## config.mk

```make
export PLATFORM = sky130hd
export DESIGN_NAME = updown_mod_counter
export DESIGN_NICKNAME = d
export VERILOG_FILES = /design/src/rtl/updown_mod_counter.sv
export SDC_FILE = /design/constraint.sdc
export NUM_CORES = 1
export LEC_CHECK = 0
export ABC_AREA = 0
export BUFFER_PORTS_ARGS = -buffer_cell sky130_fd_sc_hd__buf_2
export CELL_PAD_IN_SITES_DETAIL_PLACEMENT = 1
export CELL_PAD_IN_SITES_GLOBAL_PLACEMENT = 2
export CORE_MARGIN = 4
export CORE_UTILIZATION = 33
export DETAILED_ROUTE_END_ITERATION = 8
export PLACE_DENSITY_LB_ADDON = 0.1
export SYNTH_ARGS = -nofsm -noshare
export SYNTH_HDL_FRONTEND = slang
export SYNTH_SLANG_ARGS = --single-unit
```

## constraint.sdc

```tcl
create_clock -name clk -period 3.95 [get_ports clk]
set_input_delay 0.395 -clock clk [delete_from_list [all_inputs] [get_ports clk]]
set_output_delay 0.395 -clock clk [all_outputs]
set_load 0.02 [all_outputs]
```

## src/rtl/updown_mod_counter.sv

```systemverilog
// Loadable up/down modulo counter with run-time limit, wrap/saturate modes,
// cascade carry and a registered wrap pulse plus sticky saturation flag.
module updown_mod_counter #(
  parameter int               WIDTH     = 8,
  parameter logic [WIDTH-1:0] RESET_VAL = '0
) (
  input  logic             clk,
  input  logic             rst,
  input  logic             clr,
  input  logic             load,
  input  logic [WIDTH-1:0] load_val,
  input  logic [WIDTH-1:0] limit,
  input  logic             en,
  input  logic             cin,
  input  logic             up,
  input  logic             sat_mode,
  output logic [WIDTH-1:0] count,
  output logic             tc,
  output logic             cout,
  output logic             wrap,
  output logic             sat_flag
);

  localparam logic [WIDTH-1:0] ZERO = '0;
  localparam logic [WIDTH-1:0] ONE  = WIDTH'(1);

  logic             step;
  logic [WIDTH-1:0] count_nx;
  logic             wrap_nx;
  logic             sat_nx;

  assign step = en & cin;

  always_ff @(posedge clk or posedge rst) begin
    if (rst) begin
      count    <= RESET_VAL;
      wrap     <= 1'b0;
      sat_flag <= 1'b0;
    end else begin
      count    <= count_nx;
      wrap     <= wrap_nx;
      sat_flag <= sat_nx;
    end
  end

  // Priority: clr > load > step > hold. The +1/-1 are only taken inside
  // ranges where they cannot overflow, even if limit was lowered below count.
  always_comb begin
    count_nx = count;
    wrap_nx  = 1'b0;
    sat_nx   = sat_flag;
    if (clr) begin
      count_nx = ZERO;
      sat_nx   = 1'b0;
    end else if (load) begin
      count_nx = (load_val > limit) ? limit : load_val;
    end else if (step) begin
      if (up) begin
        if (count < limit) begin
          count_nx = count + ONE;
        end else if (!sat_mode) begin
          count_nx = ZERO;
          wrap_nx  = 1'b1;
        end else begin
          count_nx = limit;
          sat_nx   = 1'b1;
        end
      end else begin
        if (count > limit) begin
          count_nx = limit;
        end else if (count != ZERO) begin
          count_nx = count - ONE;
        end else if (!sat_mode) begin
          count_nx = limit;
          wrap_nx  = 1'b1;
        end else begin
          count_nx = ZERO;
          sat_nx   = 1'b1;
        end
      end
    end
  end

  assign tc   = up ? (count >= limit) : (count == ZERO);
  assign cout = tc & en & cin & ~sat_mode;

endmodule

```

Word-level counts from Yosys, hierarchy flattened
Cells that the tools add are included.
{"block": "classes", "bitwise": 5, "n_eq_ne": 4, "add_sub_neg": 2, "n_reduce_logical": 5, "n_mux": 27, "n_lt_le_gt_ge": 4}
{"operator": "$mux W8", "n": 10}
{"operator": "$mux W1", "n": 17}
{"operator": "$gt A8 B8 Y1", "n": 2}
{"operator": "$ne A3 B3 Y1 const B", "n": 3}
{"operator": "$add A8 B1 Y8 const B", "n": 1}
{"operator": "$ge A8 B8 Y1", "n": 1}
{"operator": "$logic_not A8 Y1", "n": 1}
{"operator": "$lt A8 B8 Y1", "n": 1}
{"operator": "$reduce_bool A8 Y1", "n": 1}
{"operator": "$sub A8 B1 Y8 const B", "n": 1}
{"operator": "$reduce_and A5 Y1", "n": 1}
{"operator": "$and A1 B1 Y1", "n": 4}
{"operator": "$reduce_bool A3 Y1", "n": 1}
{"operator": "$ne A2 B2 Y1 const B", "n": 1}
{"operator": "$reduce_bool A2 Y1", "n": 1}
{"operator": "$not A1 Y1", "n": 1}
{"block": "totals", "output_inout_bits": 12, "reg_bits": 10, "in_bits": 24, "word_cells": 50}

Depth between registers and ports, before layout
Gate-level depths: netlist (run 1).
{"block": "logic_depth", "ltp_word": 7, "depth_mapped": 9, "mapped_depth_nobuf": 8}

Worst setup path after synthesis (run 1)
OpenSTA, ideal clock, no wires.
{"block": "synth_path", "path_kind": "reg2out", "start": "register count[0]", "end": "output cout", "path_buffers": 0, "slack_ps": 936, "t_required_ps": 3555, "path_stages_with_launch": 9, "arrival_time_ps": 2619, "path_cell_list": "dfrtp_1 inv_1 ha_1 nor2b_1 o211ai_1 a21oi_1 nor2_1 a31oi_1 nor3b_1"}
{"block": "synth_between", "elab_chain_len": 5, "elab_cells_between_ends": 6, "classes_between": "order compare: 1; mux: 1; bitwise: 3; reduce/logical: 1"}
{"element": "from (decl)", "line": "17", "text": "output logic [WIDTH-1:0] count,"}
{"element": "from (signal assigned)", "line": "40", "text": "count <= count_nx;"}
{"element": "$ge A8 B8 Y1 or $logic_not A8 Y1 (tied branches)", "line": "84", "text": "assign tc = up ? (count >= limit) : (count == ZERO);"}
{"element": "$mux W1 (*)", "line": "84"}
{"element": "named net tc", "line": "18", "text": "output logic tc,"}
{"element": "$and A1 B1 Y1 (*) (3 in a row)", "line": "85", "text": "assign cout = tc & en & cin & ~sat_mode;"}
{"element": "to (decl)", "line": "19", "text": "output logic cout,"}
The timed path passes the listed nets; every way through them passes the cells marked *.

Final worst setup path (run 1)
{"block": "layout_path", "start": "register count[0]", "end": "output cout"}
{"block": "layout_between", "elab_chain_len": 5, "elab_cells_between_ends": 6, "classes_between": "order compare: 1; mux: 1; bitwise: 3; reduce/logical: 1"}
{"element": "$ge A8 B8 Y1 or $logic_not A8 Y1 (tied branches)", "line": "84"}
{"element": "$mux W1 (*)", "line": "84"}
{"element": "$and A1 B1 Y1 (*) (3 in a row)", "line": "85"}
Mark *: on every way between the ends. The rest lies on a longest branch, timed or not.

==> impl_metrics.tcl, run 1 <==
set metrics [dict create \
    yosysUniqueCellTypes 54 \
    finalSetupViolations 0 \
    hold_ws_ns 0.1675 \
    hpwlAfterDp_mm 4.805 \
    drt_iter0_markers 76 \
    pwr-share-seq_pct 25.8 \
    clock_sinks 10 \
    drc 0 \
    grt_max_degree 16 \
    fmax_mhz 326.9 \
    gp_congestion 0.8667 \
    coreArea_sq_um 4786 \
    power.density_nw_per_um2 313.7 \
    track_usage_pct 19.96 \
    fin_crit_sh_pct 77.45 \
    finalClockSkew_ns 0.002532 \
    port_buffers 35 \
    hold_buffers 0 \
    multi_input_area_sq_um 1284 \
    antenna_found_initial 0 \
    num_rows 25 \
    overflow 0 \
    cts_resized 0 \
    final_area_sq_um 1906 \
    ioPinCount 36 \
    top_usage_layer "met2" \
    layout.nets 291 \
    synth-edff-count 0 \
    cp_max_fo 8 \
    maxCapViolCount 0 \
    design.die.area_sq_um 6188 \
    max_stage_delay_ns 0.51 \
    min_path_type "input pin to asynchronous set/reset pin" \
    grt_pass1_vias 1817 \
    gr-usage-met3_pct 2.064 \
    synth_area_sq_um 1648 \
    synthArstFlopShare_pct 100.0 \
    wl_per_cell_um 18.64 \
    post_cts.repair.setup_buffers 0 \
    area_growth_pct 15.64 \
    crit_path_end_kind "primary output" \
    slew_headroom_pct 38.33 \
    synthFlopType "dfrtp_1" \
    start_util_pct 34.43 \
    ff_latch_area_sq_um 250.2 \
    tightest_slew_ns 0.9232 \
    numCtsBuffers 3 \
    final_common_cell "buf_2" \
    crit_required_ns 3.56 \
    ys_ff_latch 10 \
    dr.pass1.iters 4 \
    clk_path_buf_depth 2 \
    detail-route-antenna-nets 0 \
    met2_usage_pct 33.96 \
    outcome "finished clean" \
    placed_cell_area_sq_um 1864 \
    clockPowerShare_pct 18.4 \
    irDropWorstVdd_uv 146.3 \
    p_comb_share_pct 55.8 \
    vias_per_cell 5.706 \
    avgSynthCellArea_sq_um 7.559 \
    swShare_pct 47.84 \
    crit_arrival_ns 2.66 \
    use_met1_pct 27.13 \
    hold_viol 0 \
    layout_common_cells "buf_2, nand2_1, ha_1" \
    clk_pin_slew_ns 0.05 \
    cts-root-buf "clkbuf_8" \
    power.internal_mw 0.3118 \
    clk_latency_ns 0.24 \
    die_h_um 78.67 \
    period_needed_ns 3.059 \
    route.vias.total 1786 \
    fp.dieW_um 78.67 \
    synth-seq-area-share_pct 15.19 \
    p_sw_mw 0.2860 \
    wirelength_mm 5.834 \
    maxSlewViolCount 0 \
    grt_pass1_wl_mm 9.625 \
    synth_cells 218 \
    power.leakage_nw 0.8676 \
    syn_nets 261 \
    cts_tree "done" \
    path_class "flop to primary output" \
    cp_cell_sequence "inv_1 -> ha_1 -> nor2b_1 -> o211ai_1 -> a21oi_1 -> nor2_1 -> a31oi_1 -> nor3b_1 -> buf_2" \
    rsz0062_at_grt "false" \
    start_kind "flop" \
    drive_gt1_share_pct 21.54 \
    diodes 0 \
    cts.htree.levels 1 \
    n_fill_cell 631 \
    yosysWarningCount 0 \
    worst_path_max_delay_cell "dfrtp_1" \
    fin_setup_tns_ns 0 \
]
## layer usage
metal,up-vias,share of wire [%]
met5,-,0
met4,0,0.72
met3,4,3.5
met2,29,47
met1,869,48
li1,884,-
## metrics by stage
stage / setup WS, ns / std cells / power, mW / utilization [%]
2_1_floorplan: 0.9361 / 218 / 0.3846 / -
3_3_place_gp: 1.175 / 310 / 0.4907 / 38.95
3_5_place_dp: 1.130 / 310 / 0.4889 / 38.95
4_1_cts: 0.9155 / 313 / 0.6042 / 39.82
5_1_grt: 0.6293 / 313 / 0.6526 / 39.82
6_report: 0.8908 / 313 / 0.5978 / 39.82
## synth_stat cells, drive strengths merged, types with 4 or more instances
| cell type | n | area [sq um] |
|---|---|---|
| nand2 | 34 | 137.6 |
| ha | 19 | 237.7 |
| a21oi | 15 | 75.07 |
| inv | 15 | 56.30 |
| nand3 | 11 | 55.05 |
| nor2 | 11 | 41.29 |
| dfrtp | 10 | 250.2 |
| a31oi | 8 | 65.06 |
| nand4 | 8 | 50.05 |
| xor2 | 7 | 61.31 |
| a211o | 6 | 52.55 |
| buf | 6 | 35.03 |
| clkbuf | 6 | 22.52 |
| nor3 | 6 | 30.03 |
| a221oi | 5 | 50.04 |
| a32oi | 5 | 43.79 |
| and3 | 5 | 37.54 |
| xnor2 | 5 | 43.79 |
| a311oi | 4 | 35.03 |
## cell families after synthesis
| kind of cell | after synthesis | synth area share [%] |
|---|---|---|
| xor+xnor | 12 | 6.378 |
| simple gates | 87 | 26.73 |
| buf+inv | 27 | 6.909 |
| flops | 10 | 15.19 |
| fa+ha+maj | 19 | 14.43 |
| compound gates | 63 | 30.37 |
## path summary, 6_finish.rpt
kind / start / endpoint / slack, ns / depth (start not counted)
max: count[0] / cout / 0.89 / 9
min in group clk: clr / sat_flag / 0.38 / 2
max in group asynchronous: rst / count[2] / 3.45 / 2
min: rst / wrap / 0.17 / 2
max reg2reg: count[5] / count[1] / 1.23 / 6
min reg2reg: sat_flag / sat_flag / 0.51 / 2
## critical path, delay by kind of cell (launching register included)
| family | cells | cell delay, ns |
|---|---|---|
| compound gates | 3 | 0.83 |
| fa+ha+maj | 1 | 0.20 |
| buf+inv | 2 | 0.34 |
| flops | 1 | 0.51 |
| simple gates | 3 | 0.52 |
## sequential cells by signal, indices dropped and copies added (netlist names)
register / flops
wrap: 1
count: 8
sat_flag: 1
## cell type report
cell class / count / share of cell area [%]
tap: 67 / 4.399
multi-input combinational: 181 / 67.37
timing repair buffer: 37 / 9.980
sequential: 10 / 13.13
inverter: 15 / 2.955
clock buffer: 3 / 2.167
## power groups by stage
stage | clock, mW | sequential [mW] | combinational [mW]
final | 0.110 | 0.154 | 0.333
after global routing | 0.121 | 0.160 | 0.372
after CTS | 0.115 | 0.154 | 0.335
after detailed placement | 0 | 0.156 | 0.333
after global placement | 0 | 0.156 | 0.335
after floorplan | 0 | 0.149 | 0.236
(Power assumes the default switching activity.)
==> inputs of run 2 (changes only) <==
--- a/config.mk
+++ b/config.mk
@@ -10,7 +10,7 @@
 export CELL_PAD_IN_SITES_DETAIL_PLACEMENT = 1
 export CELL_PAD_IN_SITES_GLOBAL_PLACEMENT = 2
 export CORE_MARGIN = 4
-export CORE_UTILIZATION = 33
+export CORE_UTILIZATION = 28
 export DETAILED_ROUTE_END_ITERATION = 8
 export PLACE_DENSITY_LB_ADDON = 0.1
 export SYNTH_ARGS = -nofsm -noshare
==> constraint.sdc (replaced) <==
create_clock -name clk -period 2.72 [get_ports clk]
set_input_delay 0.272 -clock clk [delete_from_list [all_inputs] [get_ports clk]]
set_output_delay 0.272 -clock clk [all_outputs]
set_load 0.02 [all_outputs]
==> run 2 against run 1 <==
Net effect:
- sequential share of layout area down 0.84 points
- clock-buffer cell count is the same
- largest cell class unchanged
- setup slack got worse by 0.72 ns
==> impl_metrics.tcl, run 2 (synthesized netlist as in run 1, its figures left out) <==
set metrics [dict create \
    outcome "finished clean" \
    finalClockSkew_ns 0.007411 \
    max_stage_delay_ns 0.49 \
    design.die.area_sq_um 7177 \
    min_path_type "input pin to asynchronous set/reset pin" \
    postLayoutSetupSlackWorst_ns 0.1693 \
    crit_arrival_ns 2.28 \
    dr.pass1.iters 4 \
    drc 0 \
    cts_tree "done" \
    maxSlewViolCount 0 \
    crit_required_ns 2.45 \
    crit_path_end_kind "primary output" \
    reg_top3 "count (8), sat_flag (1), wrap (1)" \
    clk_path_buf_depth 2 \
    final_area_sq_um 2036 \
    grt_pass1_wl_mm 9.846 \
    numCtsBuffers 3 \
    clock_sinks 10 \
    cp_max_fo 8 \
    tightest_slew_ns 0.5835 \
    power.total_mw 0.9247 \
    hold_buffers 0 \
    cp.depth 7 \
    placed_cell_area_sq_um 1994 \
    hpwlAfterDp_mm 5.155 \
    grt_pass1_vias 1864 \
    irDropWorstVdd_uv 252.2 \
    period_needed_ns 2.551 \
    multi_input_area_sq_um 1295 \
    worst-path-buf-inv 1 \
    rsz0062_at_grt "false" \
    grt_max_degree 15 \
    ff_latch_area_sq_um 250.2 \
    fin_crit_sh_pct 93.78 \
    area_growth_pct 23.54 \
    crit_path_start "count[7]" \
    layout_common_cells "buf_2, nand2_1, ha_1" \
    wirelength_mm 6.245 \
    fp.dieW_um 84.72 \
    drive_gt1_share_pct 26.82 \
    finalSetupViolations 0 \
    overflow 0 \
    cts_resized 0 \
    start_kind "flop" \
    num_rows 27 \
    dpl_worst_slack_ns 0.2595 \
    cts-root-buf "clkbuf_8" \
    post_cts.repair.setup_buffers 0 \
    route.vias.total 1852 \
    regMostFlops "count" \
    clk_latency_ns 0.24 \
    gr-usage-met3_pct 1.963 \
    cts.htree.levels 1 \
    die_h_um 84.72 \
    cp_cell_sequence "ha_1 -> and3_4 -> a221o_2 -> nor2_1 -> a31oi_2 -> nor3b_2 -> buf_2" \
    start_util_pct 29.38 \
    r2r_start "count[7]" \
    path_class "flop to primary output" \
    track_usage_pct 17.45 \
    fmax_mhz 392.0 \
    postLayoutCoreUtil_pct 36.30 \
    slew_headroom_pct 60.95 \
    use_met1_pct 23.19 \
    layout.nets 306 \
    clk_pin_slew_ns 0.05 \
    ioPinCount 36 \
    fin_setup_tns_ns 0 \
    wl_per_cell_um 18.75 \
    worst_path_max_delay_cell "a221o_2" \
    drt_iter0_markers 72 \
    rr_worst_depth 7 \
    power.leakage_nw 0.9434 \
    power.density_nw_per_um2 454.2 \
    antenna_found_initial 0 \
    vias_per_cell 5.562 \
    largest_reg_flops 8 \
    critPathTopFamily "compound AO/OA/AOI/OAI gates" \
    met2_usage_pct 29.96 \
    final_common_cell "buf_2" \
    coreArea_sq_um 5608 \
    n_fill_cell 737 \
    detail-route-antenna-nets 0 \
    maxCapViolCount 0 \
    port_buffers 35 \
    diodes 0 \
    gp_congestion 0.8520 \
    top_usage_layer "met2" \
    hold_viol 0 \
]
[run 2: changes by cell type in the layout (fill, tap and decap cells not counted)]
cell / before / now
nor3b_1: 1 / 0
a31oi_1: 7 / 6
nor3b_2: 0 / 1
buf_4: 2 / 17
a31oi_2: 0 / 1
[run 2: per-stage QoR]
| stage | instances | hold slack (ns) |
|---|---|---|
| final | 333 | 0.05369 |
| after global routing | 333 | 0.09855 |
| after CTS | 333 | 0.07083 |
| after detailed placement | 330 | 0.3242 |
| after global placement | 330 | 0.3225 |
| after floorplan | 218 | 0.1122 |
[run 2: path summary, 6_finish.rpt]
| kind | end | slack, ns |
|---|---|---|
| max in group asynchronous | count[4] | 2.32 |
| max reg2reg | count[7] | 0.45 |
| max | cout | 0.17 |
| min reg2reg | sat_flag | 0.52 |
| min in group clk | sat_flag | 0.24 |
| min | count[1] | 0.05 |
[run 2: per-layer routing]
metal,wire length (um),part of all wire [%],vias up
met5,0,0,-
met4,84,1.3,0
met3,242,3.9,7
met2,2959,47,47
met1,2958,47,888
li1,-,-,910
[run 2: area by class of cell]
type | instances | area share, %
flip-flops and latches | 10 | 12.29
repair buffers | 52 | 14.87
multi-input cells | 181 | 63.61
clock buffers | 3 | 2.028
inverters | 15 | 2.766
well taps | 72 | 4.425
[run 2: worst reg2reg max path, cell delays in order, from the launching register on]
cell       delay, ns
dfrtp_1         0.38
ha_1            0.32
and3_4          0.20
a221o_2         0.49
nand2_4         0.13
a31oi_4         0.13
a2111oi_2       0.37
a222oi_1        0.13
[run 2: where the power goes]
part	switching (mW)	internal (mW)	leakage, nW
registers	0.0126	0.168	0.131
logic	0.351	0.232	0.790
clock network	0.0641	0.0974	0.0216
total	0.427	0.497	0.943
==> inputs of run 3 (changes only) <==
--- a/config.mk
+++ b/config.mk
@@ -10,7 +10,7 @@
 export CELL_PAD_IN_SITES_DETAIL_PLACEMENT = 1
 export CELL_PAD_IN_SITES_GLOBAL_PLACEMENT = 2
 export CORE_MARGIN = 4
-export CORE_UTILIZATION = 28
+export CORE_UTILIZATION = 31
 export DETAILED_ROUTE_END_ITERATION = 8
 export PLACE_DENSITY_LB_ADDON = 0.1
 export SYNTH_ARGS = -nofsm -noshare
==> constraint.sdc (replaced) <==
create_clock -name clk -period 2.4 [get_ports clk]
set_input_delay 0.12 -clock clk [delete_from_list [all_inputs] [get_ports clk]]
set_output_delay 0.12 -clock clk [all_outputs]
set_load 0.02 [all_outputs]
==> run 3 against run 2 <==
Net effect:
- sequential power grew 12%
- flip-flop and latch count is the same
- sequential share of layout area shrank 0.29 points
- final area grew 2.5%
- via count grew 1.3%
- clock-buffer cell count is the same
- clock power grew 14%
- first-iteration DRC count shrank 9.7%
- total power grew 15%
- combinational power grew 16%
- highest routed layer unchanged
==> impl_metrics.tcl, run 3 (synthesized netlist as in run 1, its figures left out) <==
set metrics [dict create \
    slew_headroom_pct 63.25 \
    grt_pass1_vias 1875 \
    fin_setup_tns_ns 0 \
    drive_gt1_share_pct 28.68 \
    num_rows 26 \
    cts_tree "done" \
    wl_per_cell_um 18.32 \
    crit_path_end_kind "primary output" \
    drc 0 \
    coreArea_sq_um 5140 \
    grt_max_degree 15 \
    largest_reg_flops 8 \
    layout.nets 310 \
    cts-root-buf "clkbuf_8" \
    placedCellCount 330 \
    start_util_pct 32.06 \
    crit_arrival_ns 2.18 \
    antenna_found_initial 0 \
    fp.dieW_um 80.91 \
    numCtsBuffers 3 \
    detail-route-antenna-nets 0 \
    route.vias.total 1877 \
    finalSetupViolations 0 \
    power.density_nw_per_um2 510.7 \
    crit_required_ns 2.28 \
    power.leakage_nw 0.9658 \
    irDropWorstVdd_uv 179.2 \
    dr.pass1.iters 4 \
    ioPinCount 36 \
    fin_crit_sh_pct 95.84 \
    fmax_mhz 434.7 \
    area_growth_pct 26.58 \
    min_path_type "input pin to flop" \
    layout_common_cells "buf_2, nand2_1, buf_4" \
    drt_iter0_markers 65 \
    port_buffers 35 \
    diodes 0 \
    reg_top3 "count (8), sat_flag (1), wrap (1)" \
    clk_path_buf_depth 2 \
    fin_cells 335 \
    grt_pass1_wl_mm 9.915 \
    vias_per_cell 5.603 \
    overflow 0 \
    die_h_um 80.91 \
    maxCapViolCount 0 \
    path_class "flop to primary output" \
    hold_viol 0 \
    final_common_cell "buf_2" \
    clk_pin_slew_ns 0.05 \
    finalClockSkew_ns 0.002094 \
    period_needed_ns 2.300 \
    wirelength_mm 6.138 \
    dpl_worst_slack_ns 0.1656 \
    track_usage_pct 19.94 \
    cp_max_fo 6 \
    power.total_mw 1.065 \
    design.die.area_sq_um 6546 \
    hpwlAfterDp_mm 5.018 \
    regMostFlops "count" \
    clock_sinks 10 \
    start_kind "flop" \
    postLayoutSetupSlackWorst_ns 0.09977 \
    maxSlewViolCount 0 \
    clk_latency_ns 0.24 \
    cts.htree.levels 1 \
    outcome "finished clean" \
    tightest_slew_ns 0.5493 \
    gp_congestion 0.8221 \
]
-- run 3: changes by cell type in the layout (fill, tap and decap cells not counted), sizes merged --
| cell | change |
|---|---|
| dlygate4sd3 | +1 |
| buf | +3 |
-- run 3: path summary, 6_finish.rpt --
| path | startpoint | endpoint | slack (ns) | cells after the start |
|---|---|---|---|---|
| setup / recovery | count[7] | cout | 0.1 | 7 |
| hold / removal | clr | sat_flag | 0.10 | 2 |
| setup reg to reg | count[1] | count[7] | 0.1 | 8 |
| hold reg to reg | sat_flag | sat_flag | 0.52 | 2 |
| max in group asynchronous | rst | count[3] | 1.59 | 3 |
| min in group asynchronous | rst | sat_flag | 0.46 | 3 |
-- run 3: worst max-delay path: stages (launching register included) --
cell and delay (ns):
dfrtp_1 0.37, ha_1 0.33, and3_4 0.20, a221o_2 0.45, nor2_4 0.15, a31oi_2 0.11
nor3b_2 0.18, buf_4 0.15
-- run 3: cell type report --
| type | count | area [sq um] |
|---|---|---|
| inverters | 15 | 56.30 |
| repair buffers | 56 | 337.8 |
| fillers | 678 | 3054 |
| multi-input cells | 181 | 1313 |
| clock buffers | 3 | 41.29 |
| flip-flops and latches | 10 | 250.2 |
| well taps | 70 | 87.58 |
-- run 3: per-stage QoR --
step | util [%] | cell area, sq um | hold WS (ns)
2_1_floorplan | - | 1663 | -0.03982
5_1_grt | 40.58 | 2086 | 0.1289
4_1_cts | 40.17 | 2064 | 0.1039
6_report | 40.58 | 2086 | 0.1046
3_5_place_dp | 39.12 | 2011 | 0.1902
3_3_place_gp | 39.12 | 2011 | 0.1828
-- run 3: power by group --
| part | internal, mW | switching [mW] |
|---|---|---|
| clock | 0.111 | 0.0734 |
| sequential | 0.191 | 0.0124 |
| combinational | 0.271 | 0.407 |
| total | 0.573 | 0.493 |
-- run 3: timing repair --
action,4_1_cts,5_1_grt
hold endpoints to repair,10,0
hold buffers,1,0
pin swaps,0,4
endpoints found under the setup margin,1,1
setup buffers,0,1
resized for setup,1,4
-- run 3: per-layer routing --
layer / GRT usage, % / part of all wire [%]
met5: 0 / 0
met4: 4.054 / 0.65
met3: 1.552 / 4.2
met2: 33.99 / 49
met1: 27.47 / 46
